[config.mk]
export PLATFORM = sky130hd
export DESIGN_NAME = sensor_poll_scheduler
export DESIGN_NICKNAME = d
export VERILOG_FILES = /design/src/rtl/sensor_poll_scheduler.sv
export SDC_FILE = /design/constraint.sdc
export NUM_CORES = 1
export LEC_CHECK = 0
export ABC_AREA = 0
export ABC_CLOCK_PERIOD_IN_PS = 4600
export CELL_PAD_IN_SITES_DETAIL_PLACEMENT = 0
export CELL_PAD_IN_SITES_GLOBAL_PLACEMENT = 2
export CORE_AREA = 2 2 110 112
export CTS_BUF_LIST = sky130_fd_sc_hd__clkbuf_16
export DETAILED_ROUTE_END_ITERATION = 8
export DIE_AREA = 0 0 112 114
export GPL_ROUTABILITY_DRIVEN = 1
export GPL_TIMING_DRIVEN = 0
export PLACE_DENSITY_LB_ADDON = 0.05
export SETUP_SLACK_MARGIN = 0.2
export SYNTH_ARGS = -nofsm -noshare
export SYNTH_HDL_FRONTEND = slang
export SYNTH_SLANG_ARGS = --single-unit
[constraint.sdc]
create_clock -name clk -period 4.6 [get_ports clk]
set_input_delay 0.92 -clock clk [delete_from_list [all_inputs] [get_ports clk]]
set_output_delay 0.92 -clock clk [all_outputs]
set_load 0.1 [all_outputs]
[src/rtl/sensor_poll_scheduler.sv]
`default_nettype none
// ============================================================================
// Module   : sensor_poll_scheduler
// Purpose  : Round-robin I2C sensor poller. Reads NUM_CH slave devices through
//            a single i2c_controller master at a fixed poll period. It caches
//            the latest byte per channel and flags out-of-limit readings and
//            timed-out transactions.
// Ports    : clk, rst           - clock, asynchronous active-high reset
//            run, poll_now      - polling enable (level), immediate round (pulse)
//            rd_ch/rd_data/rd_valid - indexed combinational cache read port
//            alarm, err         - per-channel limit / timeout flags
//            round_done, busy   - round completion pulse, activity status
//            ctl_*              - handshake with the i2c_controller master
// Revision : 1.0 - initial release
// ============================================================================
module sensor_poll_scheduler #(
    parameter int                  NUM_CH      = 2,
    parameter logic [7*NUM_CH-1:0] ADDR_LIST   = {7'h2B, 7'h2A},
    parameter logic [8*NUM_CH-1:0] LO_LIMIT    = {8'd40, 8'd0},
    parameter logic [8*NUM_CH-1:0] HI_LIMIT    = {8'd100, 8'd40},
    parameter int                  POLL_PERIOD = 1000,
    parameter int                  TIMEOUT     = 4096
) (
    input  logic              clk,
    input  logic              rst,
    input  logic              run,
    input  logic              poll_now,
    input  logic [3:0]        rd_ch,
    output logic [7:0]        rd_data,
    output logic              rd_valid,
    output logic [NUM_CH-1:0] alarm,
    output logic [NUM_CH-1:0] err,
    output logic              round_done,
    output logic              busy,
    output logic [6:0]        ctl_addr,
    output logic              ctl_enable,
    output logic              ctl_rw,
    input  logic [7:0]        ctl_data_in,
    input  logic              ctl_ready
);

    localparam int             PW          = (POLL_PERIOD > 1) ? $clog2(POLL_PERIOD) : 1;
    localparam int             TW          = $clog2(TIMEOUT);
    localparam logic [PW-1:0]  PERIOD_LOAD = PW'(POLL_PERIOD - 1);
    localparam logic [TW-1:0]  TO_LAST     = TW'(TIMEOUT - 1);
    localparam logic [3:0]     LAST_CH     = 4'(NUM_CH - 1);

    typedef enum logic [2:0] {
        S_IDLE        = 3'd0,
        S_ISSUE       = 3'd1,
        S_WAIT_BUSY   = 3'd2,
        S_WAIT_DONE   = 3'd3,
        S_NEXT        = 3'd4,
        S_WAIT_PERIOD = 3'd5
    } state_t;

    state_t                  state, state_nx;
    logic [3:0]              ch, ch_nx;
    logic [TW-1:0]           to_cnt;
    logic [PW-1:0]           per_cnt;
    logic [NUM_CH-1:0][7:0]  cache;
    logic [NUM_CH-1:0]       valid;
    logic                    issue_go;
    logic                    in_txn;
    logic                    done_evt;
    logic                    to_evt;
    logic [6:0]              next_addr;
    logic [7:0]              lo_sel;
    logic [7:0]              hi_sel;
    logic                    out_of_range;

    assign ctl_rw   = 1'b1;
    assign busy     = (state != S_IDLE) && (state != S_WAIT_PERIOD);
    assign in_txn   = (state == S_ISSUE) || (state == S_WAIT_BUSY) || (state == S_WAIT_DONE);
    assign done_evt = (state == S_WAIT_DONE) && ctl_ready;
    // Completion in the same cycle as the timeout wins.
    assign to_evt   = in_txn && (to_cnt == TO_LAST) && !done_evt;

    // Per-channel parameter selection: address for the channel about to be
    // issued, limits for the channel currently in flight.
    always_comb begin
        next_addr = 7'd0;
        lo_sel    = 8'd0;
        hi_sel    = 8'd0;
        for (int i = 0; i < NUM_CH; i++) begin
            if (ch_nx == 4'(i)) next_addr = ADDR_LIST[7*i +: 7];
            if (ch == 4'(i)) begin
                lo_sel = LO_LIMIT[8*i +: 8];
                hi_sel = HI_LIMIT[8*i +: 8];
            end
        end
    end

    assign out_of_range = (ctl_data_in < lo_sel) || (ctl_data_in > hi_sel);

    // Cache read port; out-of-range indices read as zero / not valid.
    always_comb begin
        rd_data  = 8'd0;
        rd_valid = 1'b0;
        for (int i = 0; i < NUM_CH; i++) begin
            if (rd_ch == 4'(i)) begin
                rd_data  = cache[i];
                rd_valid = valid[i];
            end
        end
    end

    // Next-state and combinational outputs.
    always_comb begin
        state_nx   = state;
        ch_nx      = ch;
        round_done = 1'b0;
        issue_go   = 1'b0;
        case (state)
            S_IDLE: begin
                if (run) begin
                    state_nx = S_ISSUE;
                    ch_nx    = 4'd0;
                end
            end
            S_ISSUE: begin
                if (to_evt) begin
                    state_nx = S_NEXT;
                end else if (ctl_ready) begin
                    issue_go = 1'b1;
                    state_nx = S_WAIT_BUSY;
                end
            end
            S_WAIT_BUSY: begin
                if (to_evt)          state_nx = S_NEXT;
                else if (!ctl_ready) state_nx = S_WAIT_DONE;
            end
            S_WAIT_DONE: begin
                if (done_evt || to_evt) state_nx = S_NEXT;
            end
            S_NEXT: begin
                if (ch < LAST_CH) begin
                    ch_nx    = ch + 4'd1;
                    state_nx = S_ISSUE;
                end else begin
                    round_done = 1'b1;
                    ch_nx      = 4'd0;
                    state_nx   = run ? S_WAIT_PERIOD : S_IDLE;
                end
            end
            S_WAIT_PERIOD: begin
                // Dropping run beats an immediate-poll request.
                if (!run)                              state_nx = S_IDLE;
                else if ((per_cnt == '0) || poll_now)  state_nx = S_ISSUE;
            end
            default: state_nx = S_IDLE;
        endcase
    end

    always_ff @(posedge clk or posedge rst) begin
        if (rst) begin
            state <= S_IDLE;
            ch    <= 4'd0;
        end else begin
            state <= state_nx;
            ch    <= ch_nx;
        end
    end

    // Transaction timeout counter, period counter, controller request.
    // ctl_addr is loaded only on entry to ISSUE so it holds between rounds.
    always_ff @(posedge clk or posedge rst) begin
        if (rst) begin
            to_cnt     <= '0;
            per_cnt    <= '0;
            ctl_enable <= 1'b0;
            ctl_addr   <= 7'd0;
        end else begin
            ctl_enable <= issue_go;
            if ((state_nx == S_ISSUE) && (state != S_ISSUE)) begin
                to_cnt   <= '0;
                ctl_addr <= next_addr;
            end else if (in_txn) begin
                to_cnt <= to_cnt + 1'b1;
            end
            if ((state == S_NEXT) && (state_nx == S_WAIT_PERIOD)) begin
                per_cnt <= PERIOD_LOAD;
            end else if ((state == S_WAIT_PERIOD) && (per_cnt != '0)) begin
                per_cnt <= per_cnt - 1'b1;
            end
        end
    end

    // Capture on completion; a timeout only raises err for the channel.
    always_ff @(posedge clk or posedge rst) begin
        if (rst) begin
            cache <= '0;
            valid <= '0;
            alarm <= '0;
            err   <= '0;
        end else begin
            for (int i = 0; i < NUM_CH; i++) begin
                if (ch == 4'(i)) begin
                    if (done_evt) begin
                        cache[i] <= ctl_data_in;
                        valid[i] <= 1'b1;
                        err[i]   <= 1'b0;
                        alarm[i] <= out_of_range;
                    end else if (to_evt) begin
                        err[i] <= 1'b1;
                    end
                end
            end
        end
    end

endmodule
`default_nettype wire
-- After elaboration in Yosys (flattened, before gate mapping)
Index checks and enable logic that the tools add are counted.
- bits in registers: 59
- bits of input ports: 17
- output and inout port bits: 24
- word-level logic and storage cells: 94
- add/sub/neg operators: 3
- order comparisons: 3
- equal/unequal tests: 13
- multiplexer cells: 34
- reductions and logical operators: 27
- operators with widths (kind ; number):
    $mux 3 ; 10
    $mux 12 ; 2
    $mux 8 ; 3
    $mux 10 ; 2
    $mux 6 ; 3
    $pmux 3 s6 ; 1
    $add 12x1->12 const B ; 1
    $eq 12x12->1 const B ; 1
    $eq 4x1->1 const B ; 3
    $logic_not 4->1 ; 3
    $logic_not 10->1 ; 1
    $reduce_bool 10->1 ; 1
    $sub 10x1->10 const B ; 1
    $eq 3x3->1 const B ; 3
    $mux 1 ; 9
    $gt 8x8->1 ; 1
    $lt 8x8->1 ; 1
    $mux 4 ; 2
    $pmux 4 s2 ; 1
    $reduce_and 2->1 ; 4
    $logic_and 1x1->1 ; 7
    $mux 7 ; 1
    $eq 3x1->1 const B ; 2
    $eq 3x2->1 const B ; 2
    9 further kinds ; 15

-- Depth between registers and ports, before layout
Gate-level depths: netlist of the first run.
- depth after elaboration: 11
- mapped depth: 10
- mapped depth without buffers: 10

-- Worst setup path after synthesis of the first run
No wires, ideal clock.
- kind: reg-to-output
- start: reg ch[0]
- end: out round_done
- arrival time: 3.044 ns
- data required time: 3.680 ns
- slack: 0.636 ns
- stages on the path, launching flop included: 5
- path buffers: 0
- path through: dfrtp_1 -> inv_1 -> ha_1 -> or3b_2 -> nor3b_1
- cells in the longest elaborated chain, start to end: 3
- ends and longest elaborated chain (item ; line ; source):
    start: declaration ; 58 ; logic [3:0] ch, ch_nx;
    start signal: assignment ; 161 ; ch <= ch_nx;
    $lt 4x1->1 ; 137 ; if (ch < LAST_CH) begin
    $mux 1 ; 137 ;
    $mux 1 ; 114 ; case (state)
    end: declaration ; 33 ; output logic round_done,
No other way between the ends.

-- Final worst setup path of the first run
- start: in rd_ch[3]
- end: out rd_data[4]
- cells in the longest elaborated chain, start to end: 3
- elaborated cells between the ends (all ways): 4
- classes of those cells: eq/ne: 1; mux: 2; reduce/logical: 1
- ends and longest elaborated chain (item ; line ; source):
    start: declaration ; 28 ; input logic [3:0] rd_ch,
    $logic_not 4->1 ; 101 ; if (rd_ch == 4'(i)) begin
    $mux 8 ; 101 ;
    $mux 8 (*) ; 101 ;
    end: declaration ; 29 ; output logic [7:0] rd_data,
Every way passes the cells marked *; elsewhere a longest branch is shown, timed or not.

==> summary.md, run 1 <==
| Metric | Value |
|---|---|
| Status | `finished clean` |
| Pin count of the biggest net entering global routing | `32` |
| H-tree depth | `2` |
| First-pass GRT wire length | `between 10 and 15 mm` |
| Final core utilization | `0.308` |
| Core area | `11700 µm²` |
| Final setup vio count | `0` |
| Rows | `40` |
| HP Start | `valid[1]$_DFFE_PP0P_` |
| Via density | `4.40` |
| Netlist cell types | `49` |
| Hold WS | `0.474 ns` |
| FILL cells | `between 1000 and 1500` |
| Ant diodes | `0` |
| Top Ports | `between 40 and 50` |
| Initial antenna violation count | `0` |
| GR Overflow Total | `0` |
| Required time of the critical path | `about 3.7 ns` |
| Post-Route WL | `between 6 and 7 mm` |
| WL per Instance | `14.1 µm` |
| 1st-pass router iterations | `4` |
| NumNets Final | `around 350` |
| RSZ-0062 raised after global routing | `no` |
| Syn Area/Cell | `around 10 µm²` |
| Yosys warns | `0` |
| CP peak stage delay | `1.15 ns` |
| Slew Limit Headroom | `0.215` |
| RR Startpoint | `ch[0]$_DFF_PP0_` |
| Num CTS Buffers | `5` |
| Worst path arrival time | `roughly 3.3 ns` |
| Initial DRC count | `57` |
| Hold worst-path end | `valid[1]$_DFFE_PP0P_` |
| Setup Skew | `between 0.008 and 0.009 ns` |
| Asr flop ratio synth | `1.00` |
| CTS resizes | `0` |
| Die ar. | `between 10000 and 15000 µm²` |
| Clock-pin slew on the worst setup and hold paths | `0.07 ns` |
| Hold Path Depth | `1` |
| Peak supply drop | `247 µV` |
| Area of the multi-input gates | `1390 µm²` |
| Power Total | `0.00226 W` |
| CTS root buf | `clkbuf_16` |
| Crit path launch type | `primary input` |
| Pwr dens | `between 600 and 700 nW/µm²` |
| Critical path type | `primary input to primary output` |
| Critical Path Most Common Cell | `clkdlybuf4s50_1` |
| Tightest Pin Transition | `1.17 ns` |
| Gpl congestion | `roughly 0.68` |
| Min Tclk post-route | `approximately 4.2 ns` |
| Final Hold Fails | `0` |
| Max frequency | `~240 MHz` |
| Max Fanout on Critical Path | `9` |
| Max-Cap Viols | `0` |
| Longest Clk Path Bufs | `2` |
| Final worst-path cycle share | `0.907` |
| Tightest Hold Check Type | `flip-flop to flip-flop` |
| Total track usage | `0.112` |
| Fin area | `~3600 µm²` |
| Synth Instances | `~280` |
| Placed standard-cell area | `~3400 µm²` |
| Area growth syn-to-layout | `26.2%` |
| Synth Flop Type | `dfrtp_1` |
| Total negative setup slack | `0 ns` |
| # hold bufs at CTS | `0` |
| Post-synth EDFFs | `0` |
| Worst r2r path cells | `7` |
| Register area share after synthesis | `0.472` |
| # DRC | `0` |
| Register-to-register setup slack | `1.70 ns` |
| TritonCTS clock tree | `yes` |
| Reg area | `between 1000 and 1500 µm²` |
| Initial core utilization | `0.244` |
| Clk_lat worst skew | `0.30 ns` |
| R2R Path End | `ctl_addr[0]$_DFFE_PP0P_` |
| CP Capture Type | `primary output` |
| Yosys reg bits | `54` |
| Final Slew Violations | `0` |
| Remaining antenna violation count | `0` |
| Share of cells above drive strength 1 | `0.143` |
| Critical-path cell list | `clkdlybuf4s50_1 -> or3_1 -> clkbuf_1 -> nor2_1 -> clkdlybuf4s50_1` |
| Port bufs | `35` |
| Buf/Inv on CP | `3` |
| Syn Std Cell Area | `2860 µm²` |
| Top delay family on crit path | `buffers and inverters` |
| Die height | `roughly 110 µm` |
| Detail Placement HPWL | `4.82 mm` |
| Clock sink count | `54` |
| Vias in the first global route | `between 2000 and 2500` |
| Leakage | `1.50 nW` |
| Post-CTS setup buffers | `0` |
| Die Wd | `approximately 110 µm` |
| Via count | `2065` |
| CP max-delay cell | `clkdlybuf4s50_1` |
==> state kept, by name (all words and copies together) (netlist names) <==
name,count
valid,2
cache,16
to_cnt,12
alarm,2
err,2
ctl_addr,2
state,3
ctl_enable,1
ch,4
per_cnt,10
==> how the worst max path moves through the flow <==
stage                          from    endpoint  cells after the start
finish                     rd_ch[3]  rd_data[4]                      5
global placement           rd_ch[3]  rd_data[4]                      5
global route               rd_ch[3]  rd_data[3]                      5
floorplan           ch[0]$_DFF_PP0_  round_done                      4
detailed placement         rd_ch[3]  rd_data[4]                      5
CTS                        rd_ch[3]  rd_data[4]                      5
==> cells by family (layout without fill, tap and decap cells) <==
logic type,Yosys count,after routing,share of synthesized area
compound gates,31,31,0.0796
xor+xnor,17,17,0.0521
fa+ha+maj,11,11,0.0481
buf+inv,25,69,0.0429
flops,54,54,0.472
mux,28,28,0.105
other cells,2,4,0.00263
simple gates,108,108,0.197
==> final cells by class <==
type,instances,share of cell area
repair buffers,36,0.103
clock buffers,5,0.0347
well taps,147,0.0509
inverters,11,0.0114
plain buffers,14,0.0225
flip-flops and latches,54,0.374
multi-input cells,199,0.386
clock inverters,3,0.0177
==> through the flow <==
step / cells / setup slack, ns
final: 469 / 0.426
after global routing: 469 / 0.292
after CTS: 469 / 0.373
after detailed placement: 461 / 0.379
after global placement: 460 / 0.339
after floorplan: 278 / 0.636
==> layout by cell type (no fill, tap or decap), types with 2 or more instances in the layout <==
cell type        count
mux2i_1             11
buf_4                7
nor3_1               9
buf_2                2
mux2_2              16
o31ai_1              2
ha_1                11
bufinv_16            2
and3_1               2
or3b_2               2
nor2_1              44
clkbuf_1             5
a211oi_1             3
nor2b_1              5
clkdlybuf4s50_1     35
or2_2                5
a21oi_1              7
o21ai_0              8
or3_1                3
inv_1               10
conb_1               4
o311ai_0             2
xor2_1               4
nand3_1              3
dfrtp_1             54
and2_1               3
nand4_1              5
nor3b_1              3
nand2_1             13
xnor2_1             13
clkbuf_16            5
==> per-layer routing <==
layer,vias to the layer above,GRT usage,wire (µm)
met5,-,0,0
met4,0,0.0398,102
met3,6,0.0234,184
met2,28,0.187,3160
met1,993,0.145,3150
li1,1038,-,-
==> where the power goes <==
| part | total [W] | internal (W) | leakage, nW | switching, W |
|---|---|---|---|---|
| Clock | 0.000489 | 0.000310 | 0.0915 | 0.000179 |
| Combinational | 0.00103 | 0.000369 | 0.758 | 0.000664 |
| Sequential | 0.000734 | 0.000631 | 0.650 | 0.000103 |
| Total | 0.00226 | 0.00131 | 1.50 | 0.000946 |
==> synthesized netlist by cell type (all sizes together) (2+ instances only) <==
cell	number	area share
and2	3	0.0066
o21ai	8	0.014
buf	9	0.022
or2	5	0.011
nand4	5	0.011
nand2	13	0.017
o31ai	2	0.0052
and3	2	0.0044
o311ai	2	0.0061
conb	2	0.0026
nor2b	5	0.011
or3	3	0.0066
nor2	45	0.060
or3b	2	0.0061
xnor2	13	0.040
inv	11	0.014
a21oi	7	0.012
nor3b	3	0.0079
ha	11	0.048
nand3	3	0.0052
dfrtp	54	0.47
xor2	4	0.012
mux2i	11	0.038
a211oi	3	0.0079
mux2	17	0.067
nor3	9	0.016
nor4	2	0.0096
clkbuf	5	0.0066
Power figures use the tool's default switching activity.
==> inputs of run 2 (changes only) <==
--- a/config.mk
+++ b/config.mk
@@ -13,10 +13,12 @@
 export CTS_BUF_LIST = sky130_fd_sc_hd__clkbuf_16
 export DETAILED_ROUTE_END_ITERATION = 8
 export DIE_AREA = 0 0 112 114
+export DONT_BUFFER_PORTS = 1
 export GPL_ROUTABILITY_DRIVEN = 1
 export GPL_TIMING_DRIVEN = 0
-export PLACE_DENSITY_LB_ADDON = 0.05
+export PLACE_DENSITY = 0.6
 export SETUP_SLACK_MARGIN = 0.2
+export SKIP_LAST_GASP = 1
 export SYNTH_ARGS = -nofsm -noshare
 export SYNTH_HDL_FRONTEND = slang
 export SYNTH_SLANG_ARGS = --single-unit
==> summary.md, run 2 (synthesis results as in run 1) <==
| Metric | Value |
|---|---|
| Crit path launch type | `primary input` |
| WL per Instance | `14.3 µm (+1.6%)` |
| Worst r2r path cells | `7 (unchanged)` |
| Longest Clk Path Bufs | `2 (unchanged)` |
| M1 WL | `3.11 mm (-1.4%)` |
| CP Capture Type | `primary output` |
| Gpl congestion | `0.717 (+6.1%)` |
| Initial antenna violation count | `0 (unchanged)` |
| Top delay family on crit path | `simple AND/OR/NAND/NOR gates` |
| Slew Limit Headroom | `0.209 (-0.00614)` |
| Area growth syn-to-layout | `14.1%` |
| Cells after DPL | `427 (-7.4%)` |
| Die ar. | `12800 µm² (unchanged)` |
| R2R Path End | `ctl_addr[0]$_DFFE_PP0P_` |
| FILL cells | `1247 (-0.16%)` |
| Clk_lat worst skew | `0.29 ns (about the same)` |
| 1st-pass router iterations | `4 (unchanged)` |
| Leakage | `1.36 nW (-9.4%)` |
| CP peak stage delay | `0.93 ns (-0.22 ns)` |
| GR Overflow Total | `0 (unchanged)` |
| Port bufs | `0 (-100%)` |
| Worst path arrival time | `2.51 ns (-0.74 ns)` |
| Die Wd | `112 µm (unchanged)` |
| Biggest regs | `cache: 16 flops, to_cnt: 12 flops, per_cnt: 10 flops` |
| Peak supply drop | `407 µV (+65%)` |
| Total track usage | `0.103 (-0.00889)` |
| Register-to-register setup slack | `1.78 ns (+0.08 ns)` |
| # hold bufs at CTS | `0 (unchanged)` |
| Via density | `4.51 (+2.5%)` |
| NumNets Final | `315 (-9.7%)` |
| Post-CTS setup buffers | `0 (unchanged)` |
| Num CTS Buffers | `5 (unchanged)` |
| Final Slew Violations | `0 (unchanged)` |
| Max frequency | `292 MHz (+22%)` |
| Hold WS | `0.472 ns (-0.00168 ns)` |
| Critical-path cell list | `or3_1 -> clkbuf_1 -> nor2_2` |
| Detail Placement HPWL | `4.61 mm (-4.5%)` |
| H-tree depth | `2 (unchanged)` |
| Post-Route WL | `6.21 mm (-5.8%)` |
| Top reg by flops | `cache` |
| Final worst-path cycle share | `0.746 (-0.162)` |
| RR Startpoint | `ch[0]$_DFF_PP0_` |
| Vias in the first global route | `1953 (-9.7%)` |
| Tightest Hold Check Type | `flip-flop to flip-flop` |
| Max-Cap Viols | `0 (unchanged)` |
| CTS resizes | `0 (unchanged)` |
| Final Hold Fails | `0 (unchanged)` |
| Min Tclk post-route | `3.43 ns (-0.745 ns)` |
| Critical path type | `primary input to primary output` |
| Cell Count, Final, Fillers Out | `435 (-7.2%)` |
| Rows | `40 (unchanged)` |
| CP max-delay cell | `nor2_2` |
| Tightest Pin Transition | `1.18 ns (+0.00914 ns)` |
| Remaining antenna violation count | `0 (unchanged)` |
| Most common cell after layout, fill and taps aside | `dfrtp_1` |
| TritonCTS clock tree | `yes` |
| First-pass GRT wire length | `10.4 mm (-8.1%)` |
| Hold Path Depth | `1 (unchanged)` |
| HP Start | `valid[1]$_DFFE_PP0P_` |
| Met3 Wirelength | `392 µm (+110%)` |
| Initial DRC count | `97 (+70%)` |
| Status | `finished clean` |
| Power Total | `0.00205 W (-9.0%)` |
| Setup Skew | `0.00791 ns (-0.000477 ns)` |
| Top Ports | `41 (unchanged)` |
| Core area | `11700 µm² (unchanged)` |
| Pwr dens | `629 nW/µm² (+0.69%)` |
| Max reg flops | `16 (unchanged)` |
| Buf/Inv on CP | `1 (-2)` |
| Pre-CTS WS | `1.16 ns (+0.778 ns)` |
| Hold worst-path end | `valid[1]$_DFFE_PP0P_` |
| Pin count of the biggest net entering global routing | `39 (+22%)` |
| Via count | `1963 (-4.9%)` |
| WL met2 | `2.67 mm (-15%)` |
| Final setup vio count | `0 (unchanged)` |
| Clock-pin slew on the worst setup and hold paths | `0.07 ns (about the same)` |
| Most frequent cells in the layout | `54 x dfrtp_1, 35 x nor2_1, 16 x mux2_2` |
| Share of cells above drive strength 1 | `0.194 (+0.0516)` |
| RSZ-0062 raised after global routing | `no` |
| Initial core utilization | `0.244 (unchanged)` |
| Setup ws final | `1.17 ns (+0.745 ns)` |
| Clock sink count | `54 (unchanged)` |
| Max Fanout on Critical Path | `9 (unchanged)` |
| # DRC | `0 (unchanged)` |
| Ant diodes | `0 (unchanged)` |
| Total negative setup slack | `0 ns (unchanged)` |
| Top layer in use | `met4` |
| Required time of the critical path | `3.68 ns (about the same)` |
| CTS root buf | `clkbuf_16` |
| Die height | `114 µm (unchanged)` |
-- run 2: metal layers --
layer	GRT usage	vias up
li1	-	968
met1	0.143	952
met2	0.155	39
met3	0.0345	4
met4	0.0301	0
met5	0	-
-- run 2: how the worst max path moves through the flow --
stage	from	endpoint	slack (ns)	cells past startpoint
4_1_cts	rd_ch[0]	rd_data[7]	1.15	3
3_5_place_dp	rd_ch[3]	rd_data[1]	1.16	3
2_1_floorplan	ch[0]$_DFF_PP0_	round_done	0.64	4
6_report	rd_ch[3]	rd_data[1]	1.17	3
3_3_place_gp	ch[0]$_DFF_PP0_	round_done	0.44	4
5_1_grt	rd_ch[0]	rd_data[7]	1.06	3
-- run 2: per-stage QoR --
stage	area, µm²	util
after detailed placement	3130	0.267
after CTS	3260	0.279
after floorplan	2870	-
after global routing	3260	0.279
final	3260	0.279
after global placement	3050	0.261
-- run 2: report_power, final --
group          internal (W)  switching (W)
clock network      0.000198       0.000171
registers          0.000627       0.000291
logic              0.000297       0.000470
total               0.00112       0.000932
-- run 2: worst reg2reg max path, delay by kind of cell, from the launching register on --
kind / cells / cell delay (ns)
compound gates: 1 / 0.43
fa+ha+maj: 1 / 0.15
buf+inv: 1 / 0.10
flops: 1 / 0.44
mux: 1 / 0.37
simple gates: 3 / 1.20
-- run 2: area by class of cell --
| class | instances | area, µm² | area share |
|---|---|---|---|
| buffer | 14 | 81.3 | 0.0249 |
| clock buffer | 5 | 125 | 0.0383 |
| clock inverter | 3 | 12.5 | 0.00383 |
| inverter | 11 | 41.3 | 0.0126 |
| multi-input combinational | 199 | 1420 | 0.435 |
| sequential | 54 | 1350 | 0.414 |
| tap | 147 | 184 | 0.0563 |
| timing repair buffer | 2 | 47.5 | 0.0146 |
